File: config.mk
export PLATFORM = sky130hd
export DESIGN_NAME = ap3_pipelined_alu
export DESIGN_NICKNAME = d
export VERILOG_FILES = /design/src/rtl/ap3_pipelined_alu_pkg.sv /design/src/rtl/ap3_alu_segment.sv /design/src/rtl/ap3_pipelined_alu.sv
export SDC_FILE = /design/constraint.sdc
export NUM_CORES = 1
export LEC_CHECK = 0
export BUFFER_PORTS_ARGS = -buffer_cell sky130_fd_sc_hd__buf_4
export CAP_MARGIN = 15
export CORE_UTILIZATION = 50
export CTS_CLUSTER_DIAMETER = 150
export DETAILED_ROUTE_END_ITERATION = 10
export GPL_TIMING_DRIVEN = 0
export HOLD_SLACK_MARGIN = 0.02
export PLACE_DENSITY = 0.7
export SLEW_MARGIN = 15
export SYNTH_ARGS = -nofsm -noshare
export SYNTH_HDL_FRONTEND = slang
export SYNTH_SLANG_ARGS = --single-unit
File: constraint.sdc
create_clock -name CLK -period 11.1 [get_ports CLK]
set_input_delay 0 -clock CLK [delete_from_list [all_inputs] [get_ports CLK]]
set_output_delay 0 -clock CLK [all_outputs]
set_load 0.02 [all_outputs]
File: src/rtl/ap3_pipelined_alu_pkg.sv
// Shared AP3 arithmetic definitions: segment sizing helpers and overflow mode encoding
// for the carry-segmented pipelined add/subtract unit.
package ap3_pipelined_alu_pkg;

  typedef enum logic {
    OVF_UNSIGNED = 1'b0,
    OVF_SIGNED   = 1'b1
  } ovf_mode_e;

  function automatic int ceil_div(input int num, input int den);
    return (num + den - 1) / den;
  endfunction

  function automatic int last_seg_width(input int width, input int sw);
    return width - (ceil_div(width, sw) - 1) * sw;
  endfunction

  // Width of segment k; only the most significant segment may be narrower.
  function automatic int seg_width(input int k, input int width, input int sw);
    if (k == ceil_div(width, sw) - 1) begin
      return last_seg_width(width, sw);
    end else begin
      return sw;
    end
  endfunction

endpackage

File: src/rtl/ap3_alu_segment.sv
// One carry-chain segment: ripple add of an SW-bit slice, with its result slice and its
// carry-out registered so the next segment starts from a clean register boundary.
module ap3_alu_segment
  import ap3_pipelined_alu_pkg::*;
#(
  parameter int SW = 8
) (
  input  logic          clk_i,
  input  logic          rst_i,
  input  logic          ce_i,
  input  logic          carry_i,
  input  logic [SW-1:0] a_i,
  input  logic [SW-1:0] bb_i,
  output logic [SW-1:0] y_o,
  output logic [SW-1:0] x_o,
  output logic [SW-1:0] co_o,
  output logic          carry_o
);

  logic [SW-1:0] y_d, x_d, co_d;
  logic [SW-1:0] y_q, x_q, co_q;
  logic          carry_q;

  always_comb begin
    logic c;
    c    = carry_i;
    y_d  = '0;
    x_d  = '0;
    co_d = '0;
    for (int i = 0; i < SW; i++) begin
      x_d[i]  = a_i[i] ^ bb_i[i];
      y_d[i]  = x_d[i] ^ c;
      co_d[i] = (a_i[i] & bb_i[i]) | (x_d[i] & c);
      c       = co_d[i];
    end
  end

  always_ff @(posedge clk_i or posedge rst_i) begin
    if (rst_i) begin
      y_q     <= '0;
      x_q     <= '0;
      co_q    <= '0;
      carry_q <= 1'b0;
    end else if (ce_i) begin
      y_q     <= y_d;
      x_q     <= x_d;
      co_q    <= co_d;
      carry_q <= co_d[SW-1];
    end
  end

  assign y_o     = y_q;
  assign x_o     = x_q;
  assign co_o    = co_q;
  assign carry_o = carry_q;

endmodule

File: src/rtl/ap3_pipelined_alu.sv
// Registered, carry-segmented $alu equivalent: NSEG segments joined by carry registers,
// with operand skew and result deskew so each operation emerges aligned after NSEG stages.
module ap3_pipelined_alu
  import ap3_pipelined_alu_pkg::*;
#(
  parameter int WIDTH     = 32,
  parameter int SEG_WIDTH = 8,
  parameter int SIGNED    = 0
) (
  input  logic             CLK,
  input  logic             RST,
  input  logic             CE,
  input  logic             IN_VALID,
  input  logic [WIDTH-1:0] A,
  input  logic [WIDTH-1:0] B,
  input  logic             CI,
  input  logic             BI,
  output logic             OUT_VALID,
  output logic [WIDTH-1:0] X,
  output logic [WIDTH-1:0] Y,
  output logic [WIDTH-1:0] CO,
  output logic             OVF
);

  localparam int        NSEG     = ceil_div(WIDTH, SEG_WIDTH);
  localparam ovf_mode_e OVF_MODE = (SIGNED != 0) ? OVF_SIGNED : OVF_UNSIGNED;

  logic [NSEG-1:0]  valid_q;
  logic [NSEG:0]    carry_s;
  logic [WIDTH-1:0] y_al_s, x_al_s, co_al_s;
  logic             last_bi_s;
  logic             out_bi_q;
  logic             ovf_s;

  assign carry_s[0] = CI;

  for (genvar k = 0; k < NSEG; k++) begin : g_seg
    localparam int LO   = k * SEG_WIDTH;
    localparam int SW   = seg_width(k, WIDTH, SEG_WIDTH);
    localparam int OPW  = 2 * SW + 1;
    localparam int RESW = 3 * SW;
    localparam int DSK  = NSEG - 1 - k;

    logic [OPW-1:0]  op_s;
    logic [SW-1:0]   bb_s, y_s, x_s, co_s;
    logic [RESW-1:0] res_s;

    if (k == 0) begin : g_direct
      assign op_s = {BI, B[LO +: SW], A[LO +: SW]};
    end else begin : g_skew
      logic [OPW-1:0] skew_q [k];

      // Delay this slice's operands by k stages so they meet their own carry.
      always_ff @(posedge CLK or posedge RST) begin
        if (RST) begin
          for (int i = 0; i < k; i++) skew_q[i] <= '0;
        end else if (CE) begin
          skew_q[0] <= {BI, B[LO +: SW], A[LO +: SW]};
          for (int i = 1; i < k; i++) skew_q[i] <= skew_q[i-1];
        end
      end

      assign op_s = skew_q[k-1];
    end

    assign bb_s = op_s[OPW-1] ? ~op_s[2*SW-1:SW] : op_s[2*SW-1:SW];

    ap3_alu_segment #(.SW(SW)) u_seg (
      .clk_i   (CLK),
      .rst_i   (RST),
      .ce_i    (CE),
      .carry_i (carry_s[k]),
      .a_i     (op_s[SW-1:0]),
      .bb_i    (bb_s),
      .y_o     (y_s),
      .x_o     (x_s),
      .co_o    (co_s),
      .carry_o (carry_s[k+1])
    );

    if (DSK == 0) begin : g_nodeskew
      assign res_s = {co_s, x_s, y_s};
    end else begin : g_deskew
      logic [RESW-1:0] deskew_q [DSK];

      // Hold early segments back until the most significant slice catches up.
      always_ff @(posedge CLK or posedge RST) begin
        if (RST) begin
          for (int i = 0; i < DSK; i++) deskew_q[i] <= '0;
        end else if (CE) begin
          deskew_q[0] <= {co_s, x_s, y_s};
          for (int i = 1; i < DSK; i++) deskew_q[i] <= deskew_q[i-1];
        end
      end

      assign res_s = deskew_q[DSK-1];
    end

    assign y_al_s[LO +: SW]  = res_s[SW-1:0];
    assign x_al_s[LO +: SW]  = res_s[2*SW-1:SW];
    assign co_al_s[LO +: SW] = res_s[3*SW-1:2*SW];

    if (k == NSEG - 1) begin : g_last_bi
      assign last_bi_s = op_s[OPW-1];
    end
  end

  always_ff @(posedge CLK or posedge RST) begin
    if (RST) begin
      valid_q  <= '0;
      out_bi_q <= 1'b0;
    end else if (CE) begin
      valid_q[0] <= IN_VALID;
      for (int i = 1; i < NSEG; i++) valid_q[i] <= valid_q[i-1];
      out_bi_q   <= last_bi_s;
    end
  end

  // The last segment has no deskew, so its carry register is the aligned CO MSB.
  always_comb begin
    case (OVF_MODE)
      OVF_SIGNED:   ovf_s = co_al_s[WIDTH-1] ^ co_al_s[WIDTH-2];
      OVF_UNSIGNED: ovf_s = carry_s[NSEG] ^ out_bi_q;
      default:      ovf_s = 1'b0;
    endcase
  end

  assign OUT_VALID = valid_q[NSEG-1];
  assign X         = x_al_s;
  assign Y         = y_al_s;
  assign CO        = co_al_s;
  assign OVF       = ovf_s;

endmodule

==> key figures, run 1 <==
Drt
  • Vias after detailed routing: between 8000 and 9000
  • Via density: 4.889
  • Pre-Repair DR Iteration Count: 4
  • Post-DRT Antenna Nets: 0
  • Wire per inst: 17.70 µm
  • Initial DRC count: 431
  • Total Wirelength: 29810 µm
  • Drt drc: 0

Yosys
  • Post-synthesis compound-gate area fraction: 0.02117
  • Post-Synth Adder-Cell Area: 0.06988
  • Synth Cell Area: 14900 µm²
  • Xor and xnor area share after synthesis: 0.01940
  • Flops & latches, synth: about 340
  • Mapped Cells: 1002
  • Ys Warns: 0
  • Mux contribution to synthesized area: 0.2348
  • Proportion of synthesized chip area in sequential cells: 0.5779
  • Syn nets: 1136
  • Largest family of logic cells by synthesized area: multiplexers
  • Post-Synth Simple-Gate Area: 0.01587
  • Syn Area/Cell: 14.87 µm²
  • Leading area contributor after synthesis: dfrtp_1
  • Synth cell types: 17
  • Top post-synthesis cells by area: dfrtp_1, mux2_2, mux2_4
  • Top cell type's share of synthesized area: 0.5779

Worst setup path
  • Crit path kind: register to register
  • Worst EP required: 11.48 ns
  • Critical Path Sink: g_seg[2].u_seg.y_o[7]
  • Maximum fanout along the worst path: 10
  • Critical path startpoint: g_seg[2].op_s[16]
  • Reg2reg end: g_seg[2].u_seg.y_o[7]
  • Worst Reg2Reg Path Length in Cells: 12
  • Worst r2r src: g_seg[2].op_s[16]
  • Crit path capture type: register
  • Crit start category: register
  • FF-to-FF setup slack: 6.65 ns
  • Crit path arrival time: 4.82 ns

Final layout
  • N_diodes: 0
  • Fillcell total: 2204
  • Area occupied by multi-input gates: 5380 µm²
  • FF+latch area: roughly 8600 µm²
  • Nets: 1410
  • Share of layout cells above drive strength 1: 0.4538
  • Final Non-Filler Cells: roughly 1700
  • P&R area growth vs syn: 24.47%
  • Fin area: approximately 19000 µm²

Clock tree
  • Post_cts resized: 0
  • CTS H-tree depth: 2
  • TritonCTS sink count: around 340
  • CTS tree: built
  • Post-CTS setup buffer count: 0
  • Clock-pin slew on the worst setup and hold paths: 0.06 ns
  • Post-CTS Hold Buffers: between 60 and 70
  • Clk Latency, worst-skew pair: 0.51 ns
  • Max clock buf depth: 3
  • Number of CTS-inserted buffers: 37
  • CTS Root Cell: clkbuf_16

GRT
  • Gr ovfl total: 0
  • Largest net degree at the start of global routing: 109
  • Initial antenna violation count: 0
  • Tot GR Track Use: 0.2061
  • Vias in the first global route: 8914
  • First-pass GRT wire length: 48920 µm

Timing
  • Worst-Margin Slew: approximately 0.57 ns
  • Hold_ws: 0.06671 ns
  • Final min period: around 4.4 ns
  • Slew headroom: 0.6197
  • Setup violators final: 0
  • Setup TNS: 0 ns
  • Max-slew violations: 0
  • RSZ-0062 raised after global routing: false
  • Fin. Hold Viols: 0
  • Final Skew: 0.01259 ns
  • Final Cycle Share: 0.4005
  • Max Freq: approximately 220 MHz

Floorplan
  • Core area: between 20000 and 30000 µm²
  • Die area: 30490 µm²
  • Initial Util: 0.5135
  • Rows: 62
  • DIE HEIGHT: about 170 µm
  • Width of the die: 174.6 µm
  • I/O Pins: ~170

Power
  • Power consumption: between 4 and 5 mW
  • Pwr dens: about 230 nW/µm²
  • Sw Pwr: 1.263 mW
  • Internal Power: 3.036 mW
  • Reg power frac: 0.430
  • Switch share: 0.2938
  • Static Leak: 8.720 nW
  • Max VDD drop: about 0.18 mV
  • Combinational power share: 0.296
  • Power share of the clock group: 0.274

Placed design
  • HPWL after DPL: about 20000 µm
  • IO buf count: about 170
  • Gpl congestion: 0.7866
  • DP Area: 16710 µm²
  • # placed instances: 1554

Run status
  • Status: completed

Job
  • Maximum Capacitance Violations: 0

Worst hold path
  • Hold crit path type: primary input to async pin
## kinds of logic after synthesis
group | count (synthesis)
XOR/XNOR | 33
adder cells (fa/ha/maj) | 64
AO/OA/AOI/OAI | 63
buffers and inverters | 154
AND/OR/NAND/NOR | 63
flip-flops | 344
multiplexers | 281
## synth_stat cells (all sizes together)
master,n
inv,56
o21ai,18
nor2,45
nand2,18
ha,32
buf,97
xor2,33
clkbuf,1
mux2,278
fa,32
dfrtp,344
mux2i,3
a21oi,45
## critical path, stage by stage (launching register included)
cell and delay (ns):
dfrtp_1 0.31, buf_2 0.32, xor2_1 0.29, fa_1 0.28
fa_1 0.24, inv_1 0.07, fa_1 0.41, fa_1 0.45
fa_1 0.47, fa_1 0.45, fa_1 0.45, fa_1 0.50
a21oi_1 0.06
## state kept, by name (all words and copies together) (netlist names)
| register | flops |
|---|---|
| g_seg.g_deskew.deskew_q | 96 |
| g_seg.u_seg.co_o | 28 |
| g_seg.g_skew.skew_q | 65 |
| g_seg.op_s | 34 |
| g_seg.u_seg.x_o | 32 |
| g_seg.u_seg.y_o | 32 |
| valid_q | 4 |
| out_bi_q | 1 |
| g_seg.res_s | 48 |
| g_seg.u_seg.carry_o | 4 |
## cells in the final DEF, fill, tap and decap left out, drive strengths merged
master       netlist  layout
dfrtp            344     344
mux2             278     278
buf               97     265
dlygate4sd3        0      67
clkbuf             1      59
inv               56      56
nor2              45      45
a21oi             45      45
xor2              33      33
fa                32      32
ha                32      32
nand2             18      18
o21ai             18      18
clkinv             0       4
mux2i              3       3
bufinv             0       1
## worst min-delay path by stage
stage | to | from | slack, ns | cells past startpoint
after floorplan | g_seg[1].g_skew.skew_q[2] | A[10] | 0.12 | 2
after global placement | g_seg[1].g_skew.skew_q[2] | A[10] | 0.22 | 3
after detailed placement | valid_q[2] | RST | 0.05 | 2
after CTS | valid_q[2] | RST | 0.07 | 3
after global routing | valid_q[2] | RST | 0.1 | 3
final | valid_q[2] | RST | 0.07 | 3
## routing by layer
| layer | global-route usage | wire length, µm |
|---|---|---|
| met5 | 0 | 0 |
| met4 | 0.04565 | 471 |
| met2 | 0.3362 | 14450 |
| met3 | 0.03242 | 1064 |
| met1 | 0.2931 | 13830 |
## power by group through the flow
stage | clock [mW] | sequential (mW) | combinational (mW)
after detailed placement | 0 | 1.87 | 1.27
after CTS | 1.20 | 1.85 | 1.29
after floorplan | 0 | 1.89 | 0.771
after global routing | 1.26 | 1.90 | 1.38
after global placement | 0 | 1.87 | 1.23
final | 1.18 | 1.85 | 1.27
## metrics by stage
stage | setup slack [ns] | utilization
2_1_floorplan | 1.563 | -
3_3_place_gp | -2.066 | 0.5727
3_5_place_dp | 6.697 | 0.5758
4_1_cts | 6.615 | 0.6391
5_1_grt | 6.481 | 0.6391
6_report | 6.655 | 0.6391
## area by class of cell
| class | instances | area share |
|---|---|---|
| Sequential cell | 344 | 0.4643 |
| Clock inverter | 5 | 0.002699 |
| Buffer | 98 | 0.03765 |
| Multi-Input combinational cell | 504 | 0.2902 |
| Tap cell | 384 | 0.02591 |
| Inverter | 56 | 0.01174 |
| Clock buffer | 58 | 0.06013 |
| Timing Repair Buffer | 235 | 0.1074 |
Power figures use the tool's default switching activity.
==> inputs of run 2 (changes only) <==
--- a/config.mk
+++ b/config.mk
@@ -5,6 +5,7 @@
 export SDC_FILE = /design/constraint.sdc
 export NUM_CORES = 1
 export LEC_CHECK = 0
+export ABC_AREA = 1
 export BUFFER_PORTS_ARGS = -buffer_cell sky130_fd_sc_hd__buf_4
 export CAP_MARGIN = 15
 export CORE_UTILIZATION = 50
@@ -12,7 +13,7 @@
 export DETAILED_ROUTE_END_ITERATION = 10
 export GPL_TIMING_DRIVEN = 0
 export HOLD_SLACK_MARGIN = 0.02
-export PLACE_DENSITY = 0.7
+export PLACE_DENSITY = 0.72
 export SLEW_MARGIN = 15
 export SYNTH_ARGS = -nofsm -noshare
 export SYNTH_HDL_FRONTEND = slang
==> constraint.sdc (replaced) <==
create_clock -name CLK -period 3.56 [get_ports CLK]
set_input_delay 0 -clock CLK [delete_from_list [all_inputs] [get_ports CLK]]
set_output_delay 0 -clock CLK [all_outputs]
set_load 0.02 [all_outputs]
==> run 2 against run 1 <==
Compared with the run above: the flow now finishes with violations (setup timing); area after synthesis increased by 3.8%; combinational power increased by 120%; via count increased by 47%; global-route usage increased by 3.2 points; cell count increased by 54%; design area increased by 6.1%; flip-flop and latch count unchanged; count of clock-buffer cells in the layout decreased by 6; highest routed layer unchanged.
==> key figures, run 2 <==
Timing
  • Setup violators final: 6 (+6)
  • RSZ-0062 raised after global routing: true
  • Worst-Margin Slew: 0.5369 ns (-0.03352 ns)
  • Final WS setup: -0.2939 ns (-6.949 ns)
  • Fin. Hold Viols: 0 (unchanged)
  • Final min period: 3.854 ns (-0.5911 ns)
  • Max Freq: 259.5 MHz (+15%)
  • Slew headroom: 0.6421 (+0.02235)
  • Final Cycle Share: 1.083 (+0.6821)
  • Max-slew violations: 0 (unchanged)
  • Final Skew: 0.01122 ns (-0.001368 ns)

Yosys
  • Top cells by count, synth: nand2_1, dfrtp_1, inv_1, buf_4, buf_2
  • Mux contribution to synthesized area: 0 (-0.2348)
  • Post-Synth Adder-Cell Area: 0.06735 (-0.002534)
  • Ys Warns: 0 (unchanged)
  • Syn Area/Cell: 8.293 µm² (-44%)
  • Synth Cell Area: 15460 µm² (+3.8%)
  • Top post-synthesis cells by area: dfrtp_1, nand2_1, fa_1
  • Largest family of logic cells by synthesized area: simple AND/OR/NAND/NOR gates
  • Post-synth ARST share: 1.000 (unchanged)
  • Main flop type after synthesis: dfrtp_1
  • Leading area contributor after synthesis: dfrtp_1
  • Mapped Cells: 1864 (+86%)
  • Top cell type's share of synthesized area: 0.5569 (-0.02096)
  • Post-synthesis compound-gate area fraction: 0 (-0.02117)
  • Synth cell types: 9 (-8)
  • Count leader, synth: nand2_1
  • Post-Synth Simple-Gate Area: 0.2921 (+0.2763)
  • Syn nets: 1998 (+76%)
  • Flops & latches, synth: 344 (unchanged)
  • Xor and xnor area share after synthesis: 0 (-0.01940)
  • Post-synth EDFFs: 0 (unchanged)
  • Proportion of synthesized chip area in sequential cells: 0.5569 (-0.02096)

Floorplan
  • Core area: 30510 µm² (+5.2%)
  • Die area: 31620 µm² (+3.7%)
  • Width of the die: 177.8 µm (+1.8%)
  • Initial Util: 0.5066 (-0.006812)
  • I/O Pins: 168 (unchanged)
  • DIE HEIGHT: 177.8 µm (+1.8%)
  • Rows: 64 (+3.2%)

Drt
  • Post-DRT Antenna Nets: 0 (unchanged)
  • Via density: 4.656 (-4.8%)
  • Total Wirelength: 35620 µm (+19%)
  • Drt drc: 0 (unchanged)
  • Vias after detailed routing: 12080 (+47%)
  • Pre-Repair DR Iteration Count: 5 (+1)
  • Initial DRC count: 668 (+55%)
  • Wire per inst: 13.72 µm (-22%)

Clock tree
  • TritonCTS sink count: 344 (unchanged)
  • CTS tree: built
  • CTS H-tree depth: 2 (unchanged)
  • Max clock buf depth: 3 (unchanged)
  • Clk Latency, worst-skew pair: 0.51 ns (about the same)
  • CTS Root Cell: clkbuf_16
  • Number of CTS-inserted buffers: 36 (-2.7%)
  • Clock-pin slew on the worst setup and hold paths: 0.06 ns (about the same)

GRT
  • Largest net degree at the start of global routing: 39 (-64%)
  • Gr ovfl total: 0 (unchanged)
  • Vias in the first global route: 12400 (+39%)
  • Initial antenna violation count: 0 (unchanged)
  • Tot GR Track Use: 0.2385 (+0.03241)
  • First-pass GRT wire length: 59390 µm (+21%)

Worst setup path
  • Maximum fanout along the worst path: 4 (-6)
  • FF-to-FF setup slack: -0.29 ns (-6.95 ns)
  • Crit start category: register
  • Crit path arrival time: 4.25 ns (-0.57 ns)
  • Worst EP required: 3.96 ns (-7.52 ns)
  • Crit path capture type: register
  • Crit path kind: register to register

Placed design
  • HPWL after DPL: 25300 µm (+25%)
  • IO buf count: 166 (+0.61%)
  • Gpl congestion: 0.8363 (+6.3%)

Final layout
  • N_diodes: 0 (unchanged)
  • Fin util: 0.6446 (+0.005481)
  • Area occupied by multi-input gates: 5664 µm² (+5.3%)
  • Share of layout cells above drive strength 1: 0.2010 (-0.2528)
  • Fillcell total: 2581 (+17%)
  • Nets: 2317 (+64%)
  • Commonest non-fill, non-tap cell in the layout: nand2_1
  • P&R area growth vs syn: 27.22%
  • Biggest register: g_seg.g_deskew.deskew_q
  • Number of flip-flops under the largest register name: 96 (unchanged)
  • FF+latch area: 8610 µm² (about the same)
  • Most frequent cells in the layout: nand2_1, dfrtp_1, buf_4

Run status
  • Failing checks: setup timing
  • Status: finished, violations left

Worst hold path
  • Hold crit path type: primary input to register

Job
  • Maximum Capacitance Violations: 0 (unchanged)

Power
  • Max VDD drop: 0.3652 mV (+100%)
  • Pwr dens: 578.0 nW/µm² (+150%)
  • Power consumption: 11.37 mW (+160%)
  • Static Leak: 11.32 nW (+30%)
## run 2: power by group
part | leakage, nW | total [mW] | internal, mW | switching (mW)
clock | 0.528 | 3.52 | 2.08 | 1.44
combinational | 6.48 | 2.74 | 1.26 | 1.49
sequential | 4.31 | 5.11 | 4.62 | 0.483
## run 2: timing repair
| action | in CTS | in global routing |
|---|---|---|
| buffers inserted | 25 | 13 |
| gates resized for setup | 29 | 12 |
| setup endpoints to repair | 8 | 9 |
| hold buffers | 68 | 0 |
| endpoints found under the hold margin | 142 | 0 |
| pin swaps | 10 | 9 |
## run 2: logic make-up after synthesis
family                     count (synthesis)
and+or+nand+nor                         1203
DFF                                      344
buffers and inverters                    253
adders and majority gates                 64
## run 2: area by class of cell
cell class,count,area share
multi-input cells,1267,0.2880
clock inverters,2,0.001782
inverters,116,0.02310
plain buffers,135,0.04702
clock buffers,52,0.05300
well taps,396,0.02520
repair buffers,283,0.1241
flip-flops and latches,344,0.4378
## run 2: worst max-delay path, cell delays in order (launching register included)
cell	delay (ns)
dfrtp_1	0.37
buf_6	0.13
clkinv_4	0.04
buf_6	0.09
nand2_2	0.04
nand2_2	0.09
fa_2	0.22
fa_2	0.21
inv_2	0.04
fa_2	0.35
fa_2	0.36
fa_2	0.37
fa_2	0.38
fa_2	0.38
fa_2	0.54
inv_1	0.04
nand2_1	0.05
nand2_1	0.05
## run 2: through the flow
stage	setup WS [ns]	instance area, µm²	hold slack (ns)	setup TNS, ns	instances
2_1_floorplan	-1.042	15560	0.1166	-358.97	1864
3_3_place_gp	-2.793	17300	0.2011	-953.75	2426
3_5_place_dp	-0.4843	17530	0.06101	-2.855	2437
4_1_cts	-0.3725	19550	0.03125	-0.9883	2582
5_1_grt	-0.4231	19670	0.07257	-1.697	2595
6_report	-0.2939	19670	0.04007	-0.8743	2595
## run 2: worst paths after layout
check	start	end	depth (start not counted)
min in group asynchronous	RST	g_seg[2].g_skew.skew_q[30]	3
hold reg to reg	g_seg[1].g_deskew.deskew_q[42]	g_seg[1].g_deskew.deskew_q[42]	2
max in group asynchronous	RST	g_seg[0].g_deskew.deskew_q[35]	7
hold / removal	B[0]	g_seg[0].u_seg.x_o[0]	6
setup / recovery	g_seg[3].op_s[16]	g_seg[3].u_seg.y_o[7]	17
setup reg to reg	g_seg[3].op_s[16]	g_seg[3].u_seg.y_o[7]	17
## run 2: metal layers
layer	track usage	vias up	share of wire
li1	-	6050	-
met1	0.3025	5693	0.43
met2	0.4188	268	0.50
met3	0.03556	72	0.043
met4	0.07657	0	0.029
met5	0	-	0
